$ cat config.mk
export PLATFORM = sky130hd
export DESIGN_NAME = prince_sbox_layer
export DESIGN_NICKNAME = d
export VERILOG_FILES = /design/src/rtl/prince_pkg.sv /design/src/rtl/prince_sbox_nib.sv /design/src/rtl/prince_sbox_layer.sv
export SDC_FILE = /design/constraint.sdc
export NUM_CORES = 1
export LEC_CHECK = 0
export CORE_ASPECT_RATIO = 1.1
export CORE_MARGIN = 4
export CORE_UTILIZATION = 35
export DETAILED_ROUTE_END_ITERATION = 8
export PLACE_DENSITY_LB_ADDON = 0.12
export REMOVE_ABC_BUFFERS = 1
export SKIP_LAST_GASP = 1
export SYNTH_ARGS = -nofsm -noshare
export SYNTH_HDL_FRONTEND = slang
export SYNTH_SLANG_ARGS = --single-unit
$ cat constraint.sdc
create_clock -name clk -period 1.4 [get_ports clk]
set_input_delay 0.21 -clock clk [delete_from_list [all_inputs] [get_ports clk]]
set_output_delay 0.21 -clock clk [all_outputs]
set_load 0.005 [all_outputs]
$ cat src/rtl/prince_pkg.sv
// Shared PRINCE constants: nibble width and the forward/inverse S-box tables.
// Also used by the key schedule and the reference model.
package prince_pkg;

    localparam int unsigned NIB_W = 4;

    localparam logic [NIB_W-1:0] PRINCE_SBOX [16] = '{
        4'hB, 4'hF, 4'h3, 4'h2, 4'hA, 4'hC, 4'h9, 4'h1,
        4'h6, 4'h7, 4'h8, 4'h0, 4'hE, 4'h5, 4'hD, 4'h4
    };

    localparam logic [NIB_W-1:0] PRINCE_SBOX_INV [16] = '{
        4'hB, 4'h7, 4'h3, 4'h2, 4'hF, 4'hD, 4'h8, 4'h9,
        4'hA, 4'h6, 4'h4, 4'h0, 4'h5, 4'hE, 4'hC, 4'h1
    };

endpackage

$ cat src/rtl/prince_sbox_nib.sv
// Single-nibble PRINCE substitution: S when dec_i=0, S^-1 when dec_i=1.
module prince_sbox_nib
    import prince_pkg::*;
(
    input  logic             dec_i,
    input  logic [NIB_W-1:0] a_i,
    output logic [NIB_W-1:0] y_o
);

    always_comb begin
        y_o = dec_i ? PRINCE_SBOX_INV[a_i] : PRINCE_SBOX[a_i];
    end

endmodule

$ cat src/rtl/prince_sbox_layer.sv
// Pipelined PRINCE S-box layer: NIB parallel nibble substitutions captured into an
// elastic valid/ready pipeline of PIPE stages; the mode bit travels with each beat.
module prince_sbox_layer
    import prince_pkg::*;
#(
    parameter int unsigned NIB  = 16,
    parameter int unsigned PIPE = 1
) (
    input  logic                clk,
    input  logic                rst_n,
    input  logic                flush,
    input  logic                in_valid,
    output logic                in_ready,
    input  logic                in_dec,
    input  logic [NIB*NIB_W-1:0] in_data,
    output logic                out_valid,
    input  logic                out_ready,
    output logic                out_dec,
    output logic [NIB*NIB_W-1:0] out_data
);

    localparam int unsigned W = NIB * NIB_W;

    logic [W-1:0]    sub_data;
    logic [PIPE-1:0] v_q;
    logic [PIPE-1:0] dec_q;
    logic [W-1:0]    dat_q [PIPE];
    logic [PIPE-1:0] adv;
    logic [PIPE-1:0] v_in;
    logic [PIPE-1:0] dec_in;
    logic [W-1:0]    dat_in [PIPE];

    for (genvar gi = 0; gi < NIB; gi++) begin : gen_nib
        prince_sbox_nib u_nib (
            .dec_i (in_dec),
            .a_i   (in_data[gi*NIB_W +: NIB_W]),
            .y_o   (sub_data[gi*NIB_W +: NIB_W])
        );
    end

    // adv[k] = !v[k] || adv[k+1], flattened so no signal feeds back on itself:
    // a stage advances if downstream is ready or any stage from k onward is empty.
    always_comb begin
        logic a;
        a   = 1'b0;
        adv = '0;
        for (int k = 0; k < PIPE; k++) begin
            a = out_ready;
            for (int j = k; j < PIPE; j++) begin
                a = a | ~v_q[j];
            end
            adv[k] = a;
        end
    end

    always_comb begin
        v_in      = '0;
        dec_in    = '0;
        v_in[0]   = in_valid;
        dec_in[0] = in_dec;
        dat_in[0] = sub_data;
        for (int k = 1; k < PIPE; k++) begin
            v_in[k]   = v_q[k-1];
            dec_in[k] = dec_q[k-1];
            dat_in[k] = dat_q[k-1];
        end
    end

    always_ff @(posedge clk or negedge rst_n) begin
        if (!rst_n) begin
            v_q   <= '0;
            dec_q <= '0;
            for (int k = 0; k < PIPE; k++) begin
                dat_q[k] <= '0;
            end
        end else begin
            for (int k = 0; k < PIPE; k++) begin
                if (flush) begin
                    v_q[k] <= 1'b0;
                end else if (adv[k]) begin
                    v_q[k] <= v_in[k];
                    // Bubbles leave the payload untouched.
                    if (v_in[k]) begin
                        dec_q[k] <= dec_in[k];
                        dat_q[k] <= dat_in[k];
                    end
                end
            end
        end
    end

    assign in_ready  = adv[0] & ~flush;
    assign out_valid = v_q[PIPE-1];
    assign out_dec   = dec_q[PIPE-1];
    assign out_data  = dat_q[PIPE-1];

endmodule

==> run metrics, run 1 <==
Vert. Die Dim 150 µm; first-pass GRT wire length 32,900 µm; clock skew 0.00858 ns; multiplexer area fraction after synthesis 4.33%; count of final hold-check violations 0; GP Congestion 0.888; crit path cell chain clkdlybuf4s15_1, buf_6, ha_4, nand2_1, o21a_1, mux4_2, mux2_4; initial core utilization 35.9%; die area 20,500 µm²; H-tree Lvls 3; die width 137 µm; ys async rst share 100%; count leader, synth ha_1; # diodes 0; min Tclk post-route 1.37 ns; final hold slack 0.270 ns; HPWL after DPL 15,000 µm; Clock transition at path regs 0.06 ns; Mapped Cells 779; final setup fails 0; Final ANT Viol Nets 0; Synth Area in Adders 16.7%; pin count of the biggest net entering global routing 57; synthesized area 6390 µm²; Global Route Usage Sum 19.5%; Avg WL per Cell 15.4 µm; CP delay by family, top multiplexers; Final Cycle Share 97.7%; placed insts 1,288; worst vdd ir 597 µV; total grt overflow 0; top-area cell type share of the netlist area 25.9%; DRC 0; CTS Buf Count 9; syn_area_per_cell 8.20 µm²; antenna violations before repair 0; CP startpoint in_data[60]; Worst-Margin Slew 0.406 ns; vias in the first global route 7,060; Final nets 1,230; Slew Limit Fails 0; largest family of logic cells by synthesized area compound AO/OA/AOI/OAI gates; Synth area leader dfrtp_1; Slew HR 72.3%; area delta synth->final 60.4%; Synth top cells by count 85 x ha_1, 71 x nor2_1, 66 x dfrtp_1; Vias 6,951; Max Fclk 731 MHz; worst r2r src out_valid$_DFFE_PN0P_; clk sinks 66; # port buffers 136; Longest Clk Path Bufs 2; Post-synth EDFFs 0; status finished, final reports clean; CTS tree done; Most used DFF post-synth dfrtp_1; Vias per Instance 5.27; Data required, critical path 1.63 ns; core footprint 17,800 µm²; Hold Path Class in -> async; Syn. warnings 0; CP Launch Type input pin; WL final 20,300 µm; post-route insts no fill 1,318; largest fanout on the critical path 2; register area share after synthesis 25.9%; RSZ-0062 raised after global routing true; First DRT Iteration DRCs 307; clk root buf clkbuf_16; Distinct cells, synth 46; CP Capture Type flop; compound-cell area share of the yosys netlist 29.7%; Crit path largest cell delay 0.46 ns; design area 10,200 µm²; Clk Latency, worst-skew pair 0.35 ns; post-synthesis simple-gate area fraction 15.9%; layout cells sized above 1 31.6%; #FFs+latches synth 66; Static Leak 4.84 nW; PwrDens 761 nW/µm²; Placed Area 9390 µm²; Boundary Pins 137; slowest CP cell mux4_2; path type of the worst setup path in -> reg; # rows 51; Worst EP arrival 1.60 ns; total of max-cap violations 0; dominant cells by area after synthesis dfrtp_1 26%, ha_1 17%, a211oi_1 4.6%, nor2_1 4.2%, a21o_1 3.5%; XOR/XNOR Fraction of Synth Area 0.137%; buffers plus inverters on the worst setup path 2; First-pass DRT Iterations 5
==> through the flow <==
stage	utilization (%)	power, mW	setup slack, ns	setup TNS, ns
global placement	52.7	5.38	-0.676	-22.76
finish	57.5	7.79	0.0322	0
global route	57.5	8.27	-0.0277	-0.0413
CTS	56.1	7.77	-0.0959	-0.125
detailed placement	52.7	5.45	-0.680	-24.55
floorplan	-	3.49	-0.974	-47.01
==> routing by layer <==
metal | routed length [µm] | track usage [%] | vias to the layer above
met5 | 0 | 0 | -
met4 | 335 | 6.39 | 0
met3 | 957 | 3.50 | 25
met2 | 10500 | 35.0 | 168
met1 | 8500 | 23.5 | 3306
li1 | - | - | 3452
==> worst register-to-register path, delay by kind of cell, from the launching register on <==
kind                   cells  cell delay, ns
AO/OA/AOI/OAI              2            0.33
AND/OR/NAND/NOR            2            0.23
flip-flops                 1            0.39
buffers and inverters      2            0.35
==> logic make-up after synthesis <==
family | count (synthesis)
AO/OA/AOI/OAI | 276
flip-flops | 66
adder cells (fa/ha/maj) | 85
buffers and inverters | 116
AND/OR/NAND/NOR | 216
multiplexers | 19
XOR/XNOR | 1
==> power breakdown <==
| group | internal [mW] | switching, mW | total (mW) | leakage, nW |
|---|---|---|---|---|
| logic | 1.63 | 1.36 | 2.99 | 3.92 |
| registers | 2.25 | 0.191 | 2.44 | 0.776 |
| clock network | 1.48 | 0.888 | 2.37 | 0.147 |
==> worst paths after layout <==
kind                                             to  slack (ns)  cells past startpoint
setup / recovery           out_data[62]$_DFFE_PN0P_        0.03                      7
hold / removal             out_data[42]$_DFFE_PN0P_        0.27                      2
setup reg to reg           out_data[29]$_DFFE_PN0P_        0.04                      6
hold reg to reg            out_data[37]$_DFFE_PN0P_        0.47                      1
max in group asynchronous  out_data[33]$_DFFE_PN0P_        0.66                      3
min in group clk           out_data[34]$_DFFE_PN0P_        0.39                      4
==> layout by cell type (no fill, tap or decap), drive strengths merged, types with 18 or more instances in the layout <==
master	count
a21oi	34
nand2b	23
a21o	30
nand2	53
and2	18
nor2	71
buf	212
nor2b	20
a31oi	25
o22ai	20
a211oi	39
o21ai	51
dlygate4sd2	88
ha	85
dfrtp	66
clkdlybuf4s50	28
inv	55
==> registers in the layout, indices dropped and copies added, names as in the netlist <==
| signal | flops |
|---|---|
| out_dec | 1 |
| out_data | 64 |
| out_valid | 1 |
==> cell type report <==
cell class | instances | area (µm²)
fillers | 1586 | 7560
multi-input cells | 597 | 4770
repair buffers | 346 | 3020
flip-flops and latches | 66 | 1650
well taps | 238 | 298
clock buffers | 14 | 264
inverters | 55 | 206
clock inverters | 2 | 35.0
==> repair_timing <==
| item | CTS | global route |
|---|---|---|
| setup buffers | 9 | 4 |
| hold buffers | 1 | 0 |
| resized for setup | 167 | 80 |
| endpoints found under the hold margin | 40 | 0 |
| endpoints found under the setup margin | 106 | 32 |
| pin swaps | 16 | 14 |
Note: power is estimated with default switching activity, not from simulation.
==> run 2: changes to the inputs <==
- CAP_MARGIN: unset -> 20
==> results of run 2 <==
Final layout, timing and power as in run 1 (identical DEF).
==> run 3: changes to the inputs <==
- ABC_AREA: unset -> 0
- CORE_UTILIZATION: 35 -> 53
==> run 3 against run 2 <==
  * The flow now finishes with violations (negative setup slack)
  * Sequential share of layout area is 0.41 points higher
  * Global-route usage is 10 points higher
  * Hold slack improved by 0.15 ns
  * Combinational power up 1%
  * Sequential power is essentially flat
  * Setup slack got worse by 0.044 ns
  * Fmax is 3.1% lower
  * Critical endpoint is now out_data[2]$_DFFE_PN0P_
  * Largest cell class unchanged
==> run metrics, run 3 (synthesis gave the netlist of run 1 again) <==
status finished with violations; failing checks negative setup slack; die width 113 µm; Longest Clk Path Bufs 2; Final nets 1,211; crit path cell chain dlygate4sd2_1, inv_2, buf_4, ha_1, nor2_1, o21ai_0, a31oi_1, a21oi_1; GP Congestion 0.949; buffers plus inverters on the worst setup path 3; clk root buf clkbuf_16; Slew HR 72.7%; PwrDens 769 nW/µm²; flop-to-flop setup slack 0.05 ns; DRC 0; Max Fclk 708 MHz; RSZ-0062 raised after global routing true; Boundary Pins 137; Vias per Instance 6.02; CP delay by family, top compound AO/OA/AOI/OAI gates; Clock transition at path regs 0.06 ns; # port buffers 136; commonest cells after routing, fill and taps aside 176 x buf_4, 74 x dlygate4sd2_1, 66 x dfrtp_1; CP Launch Type input pin; Global Route Usage Sum 29.8%; Clk Latency, worst-skew pair 0.33 ns; worst r2r src out_valid$_DFFE_PN0P_; Hold Path Class in -> async; worst vdd ir 684 µV; Worst-Margin Slew 0.409 ns; initial core utilization 54.8%; Worst EP arrival 1.63 ns; pin count of the biggest net entering global routing 67; max reg flops 64; first-pass GRT wire length 34,300 µm; Crit path largest cell delay 0.26 ns; Final ANT Viol Nets 0; die area 13,900 µm²; Placed Area 9110 µm²; CP startpoint in_data[1]; clock skew 0.00451 ns; CTS Buf Count 9; First DRT Iteration DRCs 579; Avg WL per Cell 17.9 µm; worst r2r path cells 6; final setup margin -0.0120 ns; CTS tree done; total of max-cap violations 0; commonest non-fill, non-tap cell in the layout buf_4; Data required, critical path 1.61 ns; vias in the first global route 7,342; setup TNS -0.0120 ns; count of final hold-check violations 0; path type of the worst setup path in -> reg; largest fanout on the critical path 3; layout cells sized above 1 30.5%; Vias 7,298; area delta synth->final 56.4%; Vert. Die Dim 123 µm; min Tclk post-route 1.41 ns; First-pass DRT Iterations 5; H-tree Lvls 3; FF-to-FF End out_data[23]$_DFFE_PN0P_; Slew Limit Fails 0; final setup fails 1; # rows 41; antenna violations before repair 1; HPWL after DPL 14,500 µm; slowest CP cell nor2_1; total grt overflow 0; core footprint 11,600 µm²; clk sinks 66; design area 9990 µm²; WL final 21,700 µm; Static Leak 4.87 nW; Final Cycle Share 101%; CP Capture Type flop
## run 3: cell count changes in the layout (fill, tap and decap cells not counted), sizes merged, moves of 3 or more
cell / before / now
dlygate4sd2: 88 / 74
buf: 212 / 193
clkdlybuf4s50: 28 / 25
dlymetal6s2s: 15 / 32
## run 3: timing repair
action	4_1_cts	5_1_grt
hold buffers	1	0
setup endpoints to repair	94	49
hold endpoints to repair	66	0
resized for setup	176	75
pin swaps	18	13
setup buffers	8	3
## run 3: worst max-delay path by stage
| stage | end | slack (ns) | cells past startpoint |
|---|---|---|---|
| 4_1_cts | out_data[62]$_DFFE_PN0P_ | -0.10 | 5 |
| 6_report | out_data[2]$_DFFE_PN0P_ | -0.01 | 8 |
| 2_1_floorplan | out_data[35]$_DFFE_PN0P_ | -0.97 | 4 |
| 3_5_place_dp | out_data[62]$_DFFE_PN0P_ | -0.68 | 6 |
| 3_3_place_gp | out_data[62]$_DFFE_PN0P_ | -0.64 | 6 |
| 5_1_grt | out_data[23]$_DFFE_PN0P_ | -0.02 | 6 |
## run 3: area by class of cell
class / instances / area, µm²
multi-input combinational: 597 / 4760
timing repair buffer: 327 / 2900
fill: 630 / 1650
sequential: 66 / 1650
clock buffer: 14 / 274
inverter: 55 / 206
tap: 150 / 188
clock inverter: 2 / 10.0
antenna: 1 / 2.50
## run 3: layer usage
metal  global-route usage, %  part of all wire, %  vias to the layer above
met3                    3.92                  5.9                       80
met2                    56.0                   52                      326
met5                       0                    0                        -
met1                    34.0                   39                     3507
met4                    12.2                  3.2                        0
li1                        -                    -                     3385
## run 3: power breakdown
group          total [mW]  internal, mW  switching (mW)
Sequential           2.46          2.25           0.209
Clock                2.19          1.34           0.855
Combinational        3.03          1.61            1.42
Total                7.68          5.20            2.49
## run 3: stage by stage
| step | worst slack, ns | std cells | util (%) | hold WS [ns] | power (mW) |
|---|---|---|---|---|---|
| global placement | -0.639 | 1183 | 78.2 | 0.249 | 5.28 |
| finish | -0.0120 | 1212 | 85.8 | 0.418 | 7.68 |
| floorplan | -0.974 | 718 | - | -0.0856 | 3.49 |
| CTS | -0.102 | 1208 | 84.0 | 0.446 | 7.58 |
| detailed placement | -0.678 | 1183 | 78.2 | 0.251 | 5.39 |
| global route | -0.0239 | 1212 | 85.8 | 0.475 | 8.06 |
## run 3: tightest hold or removal path: cells and delay by family
kind / cells / cell delay, ns
buffers and inverters: 3 / 0.96
